**config.mk**
```make
export PLATFORM = sky130hd
export DESIGN_NAME = vector_hazard_unit
export DESIGN_NICKNAME = d
export VERILOG_FILES = /design/src/rtl/hazard_pkg.sv /design/src/rtl/hazard_scoreboard.sv /design/src/rtl/vector_hazard_unit.sv
export SDC_FILE = /design/constraint.sdc
export NUM_CORES = 1
export LEC_CHECK = 0
export ABC_AREA = 1
export BUFFER_PORTS_ARGS = -buffer_cell sky130_fd_sc_hd__buf_2
export CAP_MARGIN = 20
export CORE_MARGIN = 2
export CORE_UTILIZATION = 55
export CTS_CLUSTER_SIZE = 28
export DETAILED_ROUTE_END_ITERATION = 10
export GPL_ROUTABILITY_DRIVEN = 0
export PLACE_DENSITY = 0.78
export SLEW_MARGIN = 15
export SYNTH_ARGS = -nofsm -noshare
export SYNTH_HDL_FRONTEND = slang
export SYNTH_HIERARCHICAL = 1
export SYNTH_SLANG_ARGS = --single-unit
export TNS_END_PERCENT = 5
```
**constraint.sdc**
```tcl
create_clock -name clk -period 2.91 [get_ports clk]
set_clock_uncertainty 0.2 [all_clocks]
set_input_delay 0.291 -clock clk [delete_from_list [all_inputs] [get_ports clk]]
set_output_delay 0.291 -clock clk [all_outputs]
set_load 0.01 [all_outputs]
```
**src/rtl/hazard_pkg.sv**
```systemverilog
// hazard_pkg: shared types, default sizes and latency saturation for the vector hazard unit
package hazard_pkg;
  typedef enum logic [1:0] {FWD_RF = 2'b00, FWD_W = 2'b01, FWD_M = 2'b10} fwd_sel_e;
  localparam int REG_ADDR_W_D = 4;
  localparam int NUM_SRC_D = 3;
  localparam int MAX_LAT_D = 8;
  function automatic int sat_lat(input int lat, input int max_lat);
    return lat > max_lat ? max_lat : lat;
  endfunction
endpackage

```
**src/rtl/hazard_scoreboard.sv**
```systemverilog
// hazard_scoreboard: per-register countdown of in-flight multi-cycle results with busy lookups
module hazard_scoreboard import hazard_pkg::*; #(
  parameter int REG_ADDR_W = REG_ADDR_W_D,
  parameter int NUM_LOOK = NUM_SRC_D + 1,
  parameter int MAX_LAT = MAX_LAT_D,
  localparam int CNT_W = $clog2(MAX_LAT + 1),
  localparam int NREG = 2 ** REG_ADDR_W
) (
  input  logic                               clk,
  input  logic                               rst_n,
  input  logic                               issue,
  input  logic [REG_ADDR_W-1:0]              issue_addr,
  input  logic [CNT_W-1:0]                   issue_lat,
  input  logic [NUM_LOOK-1:0][REG_ADDR_W-1:0] look_addr,
  output logic [NUM_LOOK-1:0]                look_busy,
  output logic [NREG-1:0]                    busy
);
  logic [NREG-1:0][CNT_W-1:0] cnt;
  logic [CNT_W-1:0] load;
  assign load = CNT_W'(sat_lat(int'(issue_lat), MAX_LAT));
  // load on issue, otherwise count nonzero entries down; register 0 stays empty
  always_ff @(posedge clk or negedge rst_n)
    if (!rst_n) cnt <= '0;
    else for (int r = 0; r < NREG; r++)
      cnt[r] <= r == 0 ? '0 : (issue && issue_addr == REG_ADDR_W'(r)) ? load : cnt[r] - CNT_W'(cnt[r] != '0);
  // occupancy vector and address lookups
  always_comb begin
    for (int r = 0; r < NREG; r++) busy[r] = cnt[r] != '0;
    for (int i = 0; i < NUM_LOOK; i++) look_busy[i] = busy[look_addr[i]];
  end
endmodule

```
**src/rtl/vector_hazard_unit.sv**
```systemverilog
// vector_hazard_unit: forwarding selects, scoreboard-based stalls and branch flushes for the 5-stage vector pipe
module vector_hazard_unit import hazard_pkg::*; #(
  parameter int REG_ADDR_W = REG_ADDR_W_D,
  parameter int NUM_SRC = NUM_SRC_D,
  parameter int MAX_LAT = MAX_LAT_D,
  localparam int CNT_W = $clog2(MAX_LAT + 1)
) (
  input  logic                              clk,
  input  logic                              rst_n,
  input  logic [NUM_SRC-1:0][REG_ADDR_W-1:0] RAD,
  input  logic [REG_ADDR_W-1:0]             WA3D,
  input  logic                              RegWriteD,
  input  logic [NUM_SRC-1:0][REG_ADDR_W-1:0] RAE,
  input  logic [REG_ADDR_W-1:0]             WA3E,
  input  logic [REG_ADDR_W-1:0]             WA3M,
  input  logic [REG_ADDR_W-1:0]             WA3W,
  input  logic                              ValidE,
  input  logic                              RegWriteE,
  input  logic                              MemtoRegE,
  input  logic                              MultiCycE,
  input  logic [CNT_W-1:0]                  LatE,
  input  logic                              RegWriteM,
  input  logic                              RegWriteW,
  input  logic                              PCSrcE,
  output logic [NUM_SRC-1:0][1:0]           ForwardE,
  output logic                              StallF,
  output logic                              StallD,
  output logic                              FlushD,
  output logic                              FlushE,
  output logic [2**REG_ADDR_W-1:0]          BusyVec
);
  logic haz, issue;
  logic [NUM_SRC:0][REG_ADDR_W-1:0] look_addr;
  logic [NUM_SRC:0] look_busy;
  assign look_addr = {WA3D, RAD};
  // per-source bypass select, memory stage takes priority over writeback
  always_comb
    for (int i = 0; i < NUM_SRC; i++)
      ForwardE[i] = (RAE[i] != '0 && RegWriteM && RAE[i] == WA3M) ? FWD_M :
                    (RAE[i] != '0 && RegWriteW && RAE[i] == WA3W) ? FWD_W : FWD_RF;
  // decode hazard: load-use, multi-cycle producer in E, RAW or WAW on a busy register
  always_comb begin
    haz = RegWriteD && WA3D != '0 && look_busy[NUM_SRC];
    for (int i = 0; i < NUM_SRC; i++)
      haz = haz | (RAD[i] != '0 && (look_busy[i] || (ValidE && (MemtoRegE || MultiCycE) && RAD[i] == WA3E)));
  end
  assign StallF = haz & ~PCSrcE;
  assign StallD = haz & ~PCSrcE;
  assign FlushD = PCSrcE;
  assign FlushE = haz | PCSrcE;
  assign issue = ValidE & RegWriteE & MultiCycE & (WA3E != '0) & (LatE != '0) & ~FlushE;
  hazard_scoreboard #(.REG_ADDR_W(REG_ADDR_W), .NUM_LOOK(NUM_SRC + 1), .MAX_LAT(MAX_LAT)) u_sb (
    .clk(clk), .rst_n(rst_n), .issue(issue), .issue_addr(WA3E), .issue_lat(LatE),
    .look_addr(look_addr), .look_busy(look_busy), .busy(BusyVec)
  );
endmodule

```
# Word level (Yosys, flattened, before mapping)
# Index checks and enable logic that the tools add are counted.
classes:
  n_addsub: 15
  n_lt_le_gt_ge: 5
  n_eq_ne: 24
  mux: 30
  bitwise_logic: 12
  n_reduce_logical: 64
op_table:
  columns: ["operator", "n"]
  rows:
  - ["nonzero test 4 bit", 24]
  - ["two-way mux 4 bit", 16]
  - ["subtractor 4 x 1 -> 4 bit", 15]
  - ["== test 4 bit", 9]
  - ["logical AND 1 bit", 36]
  - ["== test 4 bit, second input constant", 8]
  - ["< comparator 4 x 5 -> 1 bit, second input constant", 4]
  - ["binary-select mux 1 bit (select 4 bit)", 4]
  - ["== test 4 x 3 -> 1 bit, second input constant", 4]
  - ["== test 4 x 2 -> 1 bit, second input constant", 2]
  - ["two-way mux 1 bit", 7]
  - ["bitwise AND 1 bit", 6]
  - ["two-way mux 2 bit", 3]
  - ["== test 4 x 1 -> 1 bit, second input constant", 1]
  - ["> comparator 4 bit, second input constant", 1]
  - ["logical OR 1 bit", 4]
  - ["bitwise OR 1 bit", 4]
  - ["NOT 1 bit", 2]
totals:
  regBits: 60
  input_bits: 54
  out_inout_bits: 26
  word_cells: 165

# Logic depth before layout (Yosys ltp)
# Gate-level depths: netlist (run 1).
depth:
  ltp_word: 13
  ltp_mapped: 22
  mapped_depth_nobuf: 22

# Cells and area by module
# The synthesis (run 1) kept the hierarchy.
modules_own_cells:
  columns: ["module", "n_inst", "cells_each", "area_each_um2", "seq_area_each_um2"]
  rows:
  - ["hazard_scoreboard", 1, 524, 3991.3, 1501.4]
  - ["vector_hazard_unit", 1, 139, 700.7, 0.0]

# Worst setup path after synthesis (run 1)
# Ideal clock, no wire load.
synth_path:
  path_type: "register to register"
  start: "register u_sb/cnt[53] (netlist name)"
  end: "register u_sb/cnt[15] (netlist name)"
  setup_time_ns: 0.125
  arrival_time_ns: 2.302
  required_ns: 2.585
  path_slack_ns: 0.284
  stages_incl_launch_ff: 17
  path_buffers: 0
  synth_period_minus_slack_ns: 2.626
  cell_sequence: "dfrtp_1 > nor2_2 > nand2_1 > and2_1 > nor2_1 > nand2_1 > nand3_1 > nand2_1 > nor2_1 > o21bai_2 > a21oi_2 > nand3_2 > nor2_2 > nand3_1 > nor2_1 > nand2_1 > a21boi_1"
synth_between:
  elab_chain_len: 13
  elab_cells_between_ends: 24
  cone_classes: "mux (9); bitwise (6); reduce/logical (9)"
synth_rtl:
  columns: ["element", "line", "rtl"]
  rows:
  - ["start, declared", "hazard_scoreboard.sv:18", "logic [NREG-1:0][CNT_W-1:0] cnt;"]
  - ["start signal, assigned by index", "hazard_scoreboard.sv:25", "cnt[r] <= r == 0 ? '0 : (issue && issue_addr == REG_ADDR_W'(r)) ? load : cnt[r] - CNT_W'(cnt[r] != '0);"]
  - ["nonzero test 4 bit", "hazard_scoreboard.sv:28", "for (int r = 0; r < NREG; r++) busy[r] = cnt[r] != '0;"]
  - ["named net BusyVec[13]", "vector_hazard_unit.sv:30", "output logic [2**REG_ADDR_W-1:0] BusyVec"]
  - ["binary-select mux 1 bit (select 4 bit)", "hazard_scoreboard.sv:29", "for (int i = 0; i < NUM_LOOK; i++) look_busy[i] = busy[look_addr[i]];"]
  - ["two-way mux 1 bit (implied by the code)", "hazard_scoreboard.sv:29", null]
  - ["named net look_busy[0]", "vector_hazard_unit.sv:34", "logic [NUM_SRC:0] look_busy;"]
  - ["logical OR 1 bit", "vector_hazard_unit.sv:45", "haz = haz | (RAD[i] != '0 && (look_busy[i] || (ValidE && (MemtoRegE || MultiCycE) && RAD[i] == WA3E)));"]
  - ["logical AND 1 bit", "vector_hazard_unit.sv:45", null]
  - ["bitwise OR 1 bit (3 in series)", "vector_hazard_unit.sv:45", null]
  - ["bitwise OR 1 bit", "vector_hazard_unit.sv:50", "assign FlushE = haz | PCSrcE;"]
  - ["named net FlushE", "vector_hazard_unit.sv:29", "output logic FlushE,"]
  - ["NOT 1 bit", "vector_hazard_unit.sv:51", "assign issue = ValidE & RegWriteE & MultiCycE & (WA3E != '0) & (LatE != '0) & ~FlushE;"]
  - ["bitwise AND 1 bit", "vector_hazard_unit.sv:51", null]
  - ["named net issue", "vector_hazard_unit.sv:32", "logic haz, issue;"]
  - ["logical AND 1 bit", "hazard_scoreboard.sv:25", null]
  - ["two-way mux 4 bit", "hazard_scoreboard.sv:25", null]
# The timed path passes the listed nets, and every way through them passes these cells. The select of a mux whose other input is x is not followed.

# Worst setup path in the final report (run 1)
layout_path:
  start: "register u_sb/cnt[49] (netlist name)"
  end: "register u_sb/cnt[25] (netlist name)"
layout_between:
  elab_cells_between_ends: 24
  cone_classes: "mux (9); bitwise (6); reduce/logical (9)"
layout_rtl:
  columns: ["element", "line"]
  rows:
  - ["nonzero test 4 bit", "hazard_scoreboard.sv:28"]
  - ["binary-select mux 1 bit (select 4 bit)", "hazard_scoreboard.sv:29"]
  - ["two-way mux 1 bit (implied by the code)", "hazard_scoreboard.sv:29"]
  - ["named net look_busy[2]", "vector_hazard_unit.sv:34"]
  - ["logical OR 1 bit", "vector_hazard_unit.sv:45"]
  - ["logical AND 1 bit", "vector_hazard_unit.sv:45"]
  - ["bitwise OR 1 bit", "vector_hazard_unit.sv:45"]
  - ["bitwise OR 1 bit", "vector_hazard_unit.sv:50"]
  - ["NOT 1 bit", "vector_hazard_unit.sv:51"]
  - ["bitwise AND 1 bit", "vector_hazard_unit.sv:51"]
  - ["named net issue", "vector_hazard_unit.sv:32"]
  - ["logical AND 1 bit", "hazard_scoreboard.sv:25"]
  - ["two-way mux 4 bit", "hazard_scoreboard.sv:25"]
# The timed path passes the listed nets, and every way through them passes these cells. The select of a mux whose other input is x is not followed.

==> impl_metrics.yaml, run 1 <==
logic_synthesis:
  ys.warnings.count: 6
  netlist_instances: 663
  netlist_area_sq_um: 4690
  syn_nets: 747
  ys_types: 35
  postSynthAreaPerCell_sq_um: 7.08
  ys_ff_latch: 60
  yosysSeqAreaShare_pct: 32.0
route:
  vias: 5218
  ant_nets: 0
  drt-vias-per-instance: 5.82
  drt_iter0_markers: 534
  wirelength_um: 14400
  drt_drc_violations_left: 0
  routedWlPerCell_um: 16.1
  drtPass1Iterations: 6
critical_path:
  cp_data_required_time_ns: 2.91
  path_class: "flip-flop to flip-flop"
  cp_data_arrival_time_ns: 2.87
  critPathCaptureType: "flip-flop"
  worst_setup_path_start_kind: "flip-flop"
  worstPathMaxFanout: 5
clock_tree:
  cts-root-buf: "clkbuf_8"
  cts_max_level: 3
  cts_max_path_buffers: 2
  clk_pin_slew_ns: 0.07
  clk_latency_ns: 0.35
  cts_buffers: 9
  cts.sinks: 60
  cts_tree: "done"
grt:
  grt-ovfl-total: 0
  grt_usage_pct: 30.5
  grt_pass1_wl_um: 21800
  grt_max_degree: 61
  antenna_found_initial: 0
  grt_pass1_vias: 4765
sta:
  finalHoldViolations: 0
  setup_viol: 0
  layout_min_cycle_time_ns: 2.87
  worst_pin_slew_ns: 0.666
  rsz0062_at_grt: "true"
  finalWorstSetupSlack_ns: 0.0403
  fmax_mhz: 348
  period_share_pct: 98.6
  slew_violations: 0
  slew-limit-headroom_pct: 55.5
finish:
  largest-register: "u_sb/cnt"
  largest_reg_flops: 60
  synthToLayoutAreaGrowth_pct: 25.6
  final_cells: 896
  drive_gt1_share_pct: 25.3
  antennaDiodeCount: 0
  reg_top3: "u_sb/cnt x60"
  layout.nets: 870
  post-route-util_pct: 71.4
power:
  ir_drop_uv: 530
  power_density_nw_per_um2: 874
  p_leak_nw: 2.92
floorplanning:
  die_x_um: 96.4
  die_y_um: 96.4
  num_rows: 33
  ios: 80
  core-area_sq_um: 8260
  die_area_sq_um: 9290
  start_util_pct: 56.8
placed_design:
  hpwl_um: 10400
  post-place-ws_ns: -0.0695
  placedCellCount: 871
  io_buffers: 78
flow_run:
  maxCapViolCount: 0
run_status:
  outcome: "completed"
hold_path:
  hold_class: "input port to flip-flop"
-- worst paths after layout --
path                                           to                    from  cells after the start  slack [ns]
setup reg to reg           u_sb/cnt[25]$_DFF_PN0_  u_sb/cnt[49]$_DFF_PN0_                     20        0.04
min in group asynchronous  u_sb/cnt[22]$_DFF_PN0_                   rst_n                      3        0.28
hold reg to reg            u_sb/cnt[58]$_DFF_PN0_  u_sb/cnt[58]$_DFF_PN0_                      3        0.37
setup / recovery           u_sb/cnt[25]$_DFF_PN0_  u_sb/cnt[49]$_DFF_PN0_                     20        0.04
hold / removal             u_sb/cnt[44]$_DFF_PN0_                 LatE[0]                      3        0.01
max in group asynchronous  u_sb/cnt[17]$_DFF_PN0_                   rst_n                      3        1.96
-- timing repair --
item                                    in CTS  in global routing
buffers inserted                             0                  8
hold endpoints to repair                    61                  0
resized for setup                            2                 56
pin swaps                                    0                 27
hold buffers                                 2                  0
endpoints found under the setup margin      17                 62
-- critical path: stages, from the launching register on --
cell and delay (ns):
dfrtp_1 0.39, nor2_2 0.17, nand2_2 0.12, nand2_1 0.08
nand2_1 0.05, nor2_1 0.08, nand2_1 0.07, nand3_1 0.11
nand2_1 0.08, nor2_1 0.11, o21bai_1 0.08, nand2_1 0.08
nand2_1 0.07, inv_2 0.09, nand3_4 0.08, nor2_4 0.22
buf_6 0.15, nand2_8 0.08, nor2_4 0.21, buf_4 0.14
o22ai_1 0.06
-- cell families after synthesis --
group	Yosys count	synth area share, %
AND/OR/NAND/NOR	322	30.4
buffers and inverters	111	9.15
AO/OA/AOI/OAI	100	13.1
flip-flops	60	32.0
XOR/XNOR	39	7.28
adder cells (fa/ha/maj)	30	8.00
other	1	0.0799
-- cells in the final DEF (no fill, tap or decap), types with 30 or more instances in the layout --
cell | synthesis | routed
nand2_1 | 143 | 133
inv_1 | 98 | 96
xor2_1 | 36 | 36
buf_2 | 1 | 78
nand3_1 | 55 | 51
o22ai_1 | 36 | 36
buf_4 | 3 | 37
dfrtp_1 | 60 | 60
nor2_1 | 68 | 46
ha_1 | 30 | 30
-- cell type report --
cell class              instances  area (sq um)
inverters                     104           390
flip-flops and latches         60          1500
multi-input cells             492          2950
repair buffers                119           719
clock buffers                  10           138
clock inverters                 6          63.8
fillers                       670          2360
well taps                     105           131
-- power by group --
part	total [W]	switching [W]	internal [W]
Combinational	0.00277	0.00154	0.00123
Sequential	0.00161	0.000301	0.00131
Clock	0.000769	0.000353	0.000416
-- layer usage --
metal  global-route usage (%)  share of wire, %  routed length, um
met1                     38.8                38               5520
met2                     51.6                48               6920
met3                     4.86                10               1440
met4                     12.3               3.5                503
met5                        0                 0                  0
-- through the flow --
stage	hold WS (ns)	power, W	TNS (ns)	instance area (sq um)
finish	0.0125	0.00515	0	5890
global route	0.0234	0.00559	-1.72	5890
CTS	0.00133	0.00498	-0.368	5650
detailed placement	0.124	0.00419	-0.289	5430
global placement	0.121	0.00406	0	5430
floorplan	-0.205	0.00335	0	4690
-- cells in the mapped netlist --
cell type  count  share of area, %
inv_2          6              0.48
dfrtp_1       60                32
nand4_1       25               3.3
o21ai_0       14               1.5
o21ai_1        4              0.43
and2_1         3              0.40
o21bai_2       1              0.24
nor2_1        68               5.4
nor3_1         7              0.75
buf_1          2              0.16
a21boi_1       5              0.80
buf_2          1              0.11
buf_4          3              0.48
a21boi_0       9               1.4
nor2_2        14               1.9
a21oi_2        1              0.19
nand3_1       55               5.9
nor2_4         2              0.48
o41ai_1        1              0.19
conb_1         1             0.080
ha_1          30               8.0
o21bai_1       2              0.32
a21oi_1       23               2.5
nand2_1      143                11
nand2_2        1              0.13
inv_1         98               7.8
o2111ai_1      1              0.19
xor2_1        36               6.7
xnor2_1        3              0.56
o22ai_1       36               4.8
nand3_2        1              0.21
nor3_2         1              0.21
a221oi_1       3              0.56
nor4_1         2              0.27
clkbuf_1       1             0.080
No activity file was read; power rests on OpenSTA's default activity.
==> run 2, diff against run 1 <==
--- a/config.mk
+++ b/config.mk
@@ -14,6 +14,7 @@
 export DETAILED_ROUTE_END_ITERATION = 10
 export GPL_ROUTABILITY_DRIVEN = 0
 export PLACE_DENSITY = 0.78
+export RECOVER_POWER = 100
 export SLEW_MARGIN = 15
 export SYNTH_ARGS = -nofsm -noshare
 export SYNTH_HDL_FRONTEND = slang
==> impl_metrics.yaml, run 2 (synthesis gave the netlist of run 1 again) <==
route:
  vias: 5190
  routedWlPerCell_um: 16.0
  drtPass1Iterations: 8
  drt_iter0_markers: 499
  wirelength_um: 14400
  drt-vias-per-instance: 5.79
  ant_nets: 0
  drt_drc_violations_left: 0
floorplanning:
  start_util_pct: 56.8
  num_rows: 33
  core-area_sq_um: 8260
  die_y_um: 96.4
  die_x_um: 96.4
  die_area_sq_um: 9290
  ios: 80
finish:
  post-route-util_pct: 71.2
  largest-register: "u_sb/cnt"
  reg_top3: "u_sb/cnt x60"
  antennaDiodeCount: 0
  final_cell_mix: "133 x nand2_1, 96 x inv_1, 77 x buf_2"
  drive_gt1_share_pct: 25.2
  synthToLayoutAreaGrowth_pct: 25.3
  nFillCells: 673
  final_cell_area_sq_um: 5880
  layout_commonest_cell: "nand2_1"
  largest_reg_flops: 60
  layout.nets: 870
critical_path:
  cp_data_required_time_ns: 2.90
  worstPathMaxFanout: 5
  r2r-end: "u_sb/cnt[25]$_DFF_PN0_"
  path_common_cell: "nand2_1"
  path_cells: "nor2_2, nand2_2, nand2_1, nand2_1, nor2_1, nand2_1, nand3_1, nand2_1, nor2_1, o21bai_1, nand2_1, nand2_1, inv_2, nand3_4, nor2_4, buf_6, nand2_8, nor2_4, buf_4, o22ai_1"
  worst_path_largest_cell_delay_ns: 0.39
  reg2reg_from: "u_sb/cnt[49]$_DFF_PN0_"
  path_class: "flip-flop to flip-flop"
  critPathTopFamily: "simple AND/OR/NAND/NOR gates"
  cp_data_arrival_time_ns: 2.86
  critPathCaptureType: "flip-flop"
  reg2regPathDepth: 20
  cpMaxStageDelayCell: "dfrtp_1"
  worst_setup_path_start_kind: "flip-flop"
  critPathBufInv: 3
  r2r_slack_ns: 0.04
clock_tree:
  cts.sinks: 60
  clk_pin_slew_ns: 0.07
  cts-root-buf: "clkbuf_8"
  cts_tree: "done"
  cts_max_path_buffers: 2
  cts_max_level: 3
  clk_latency_ns: 0.35
  cts_buffers: 9
sta:
  finalHoldViolations: 0
  period_share_pct: 98.5
  slew_violations: 0
  rsz0062_at_grt: "true"
  layout_min_cycle_time_ns: 2.87
  hold_ws_ns: 0.0164
  fmax_mhz: 349
  setup_tns_ns: 0
  worst_pin_slew_ns: 1.50
  slew-limit-headroom_pct: 0.113
  setup_viol: 0
grt:
  antenna_found_initial: 0
  grt_usage_pct: 30.5
  grt_pass1_vias: 4765
  grt_max_degree: 61
  grt-ovfl-total: 0
  grt_pass1_wl_um: 21800
run_status:
  outcome: "finished with violations"
  violations: "capacitance limit"
power:
  finalPower_w: 0.00514
  ir_drop_uv: 529
  power_density_nw_per_um2: 875
  p_leak_nw: 2.91
hold_path:
  min_path_cells: 3
  hp-start: "LatE[0]"
  hold_end: "u_sb/cnt[44]$_DFF_PN0_"
  hold_class: "input port to flip-flop"
placed_design:
  io_buffers: 78
  placedInstanceArea_sq_um: 5430
  hpwl_um: 10400
flow_run:
  maxCapViolCount: 1
-- run 2: changes by cell type in the layout (fill, tap and decap cells not counted) --
cell / before / now
clkbuf_2: 0 / 1
buf_2: 78 / 77
clkbuf_1: 0 / 1
buf_12: 1 / 0
-- run 2: routing by layer --
layer	track usage [%]	wire, um	vias to the layer above
li1	-	-	2446
met2	51.6	7020	286
met4	12.3	423	0
met3	4.86	1430	53
met5	0	0	-
met1	38.8	5490	2405
-- run 2: metrics by stage --
step                      cells  worst slack, ns
after detailed placement    871          -0.0695
after global placement      871           0.0235
final                       896           0.0443
after floorplan             663            0.284
after CTS                   889          -0.0670
after global routing        896          -0.0964
-- run 2: area by class of cell --
type                    instances  area (sq um)  area share, %
flip-flops and latches         60          1500           25.5
clock buffers                  10           138           2.34
multi-input cells             492          2950           50.2
clock inverters                 6          63.8           1.09
inverters                     104           390           6.64
repair buffers                119           703           12.0
well taps                     105           131           2.23
-- run 2: worst max-delay path by stage --
stage / slack, ns / to / startpoint / depth (start not counted)
final: 0.04 / u_sb/cnt[25]$_DFF_PN0_ / u_sb/cnt[49]$_DFF_PN0_ / 20
after floorplan: 0.28 / u_sb/cnt[15]$_DFF_PN0_ / u_sb/cnt[53]$_DFF_PN0_ / 16
after CTS: -0.07 / u_sb/cnt[23]$_DFF_PN0_ / u_sb/cnt[50]$_DFF_PN0_ / 18
after global placement: 0.02 / u_sb/cnt[44]$_DFF_PN0_ / RAD[0] / 19
after detailed placement: -0.07 / u_sb/cnt[44]$_DFF_PN0_ / u_sb/cnt[50]$_DFF_PN0_ / 19
after global routing: -0.1 / u_sb/cnt[54]$_DFF_PN0_ / u_sb/cnt[5]$_DFF_PN0_ / 18
-- run 2: tightest hold or removal path, delay by kind of cell --
kind                   cells  cell delay (ns)
buffers and inverters      1             0.10
and+or+nand+nor            1             0.05
AOI/OAI and AO/OA          1             0.07
-- run 2: report_power, final --
| group | internal, W | switching [W] |
|---|---|---|
| registers | 0.00131 | 0.000301 |
| logic | 0.00123 | 0.00154 |
| clock network | 0.000417 | 0.000353 |
| total | 0.00295 | 0.00219 |
-- run 2: repair_timing --
item | CTS | global route
endpoints found under the hold margin | 61 | 0
endpoints found under the setup margin | 17 | 62
pin swaps | 0 | 27
setup buffers | 0 | 8
hold buffers | 2 | 0
gates resized for setup | 2 | 56
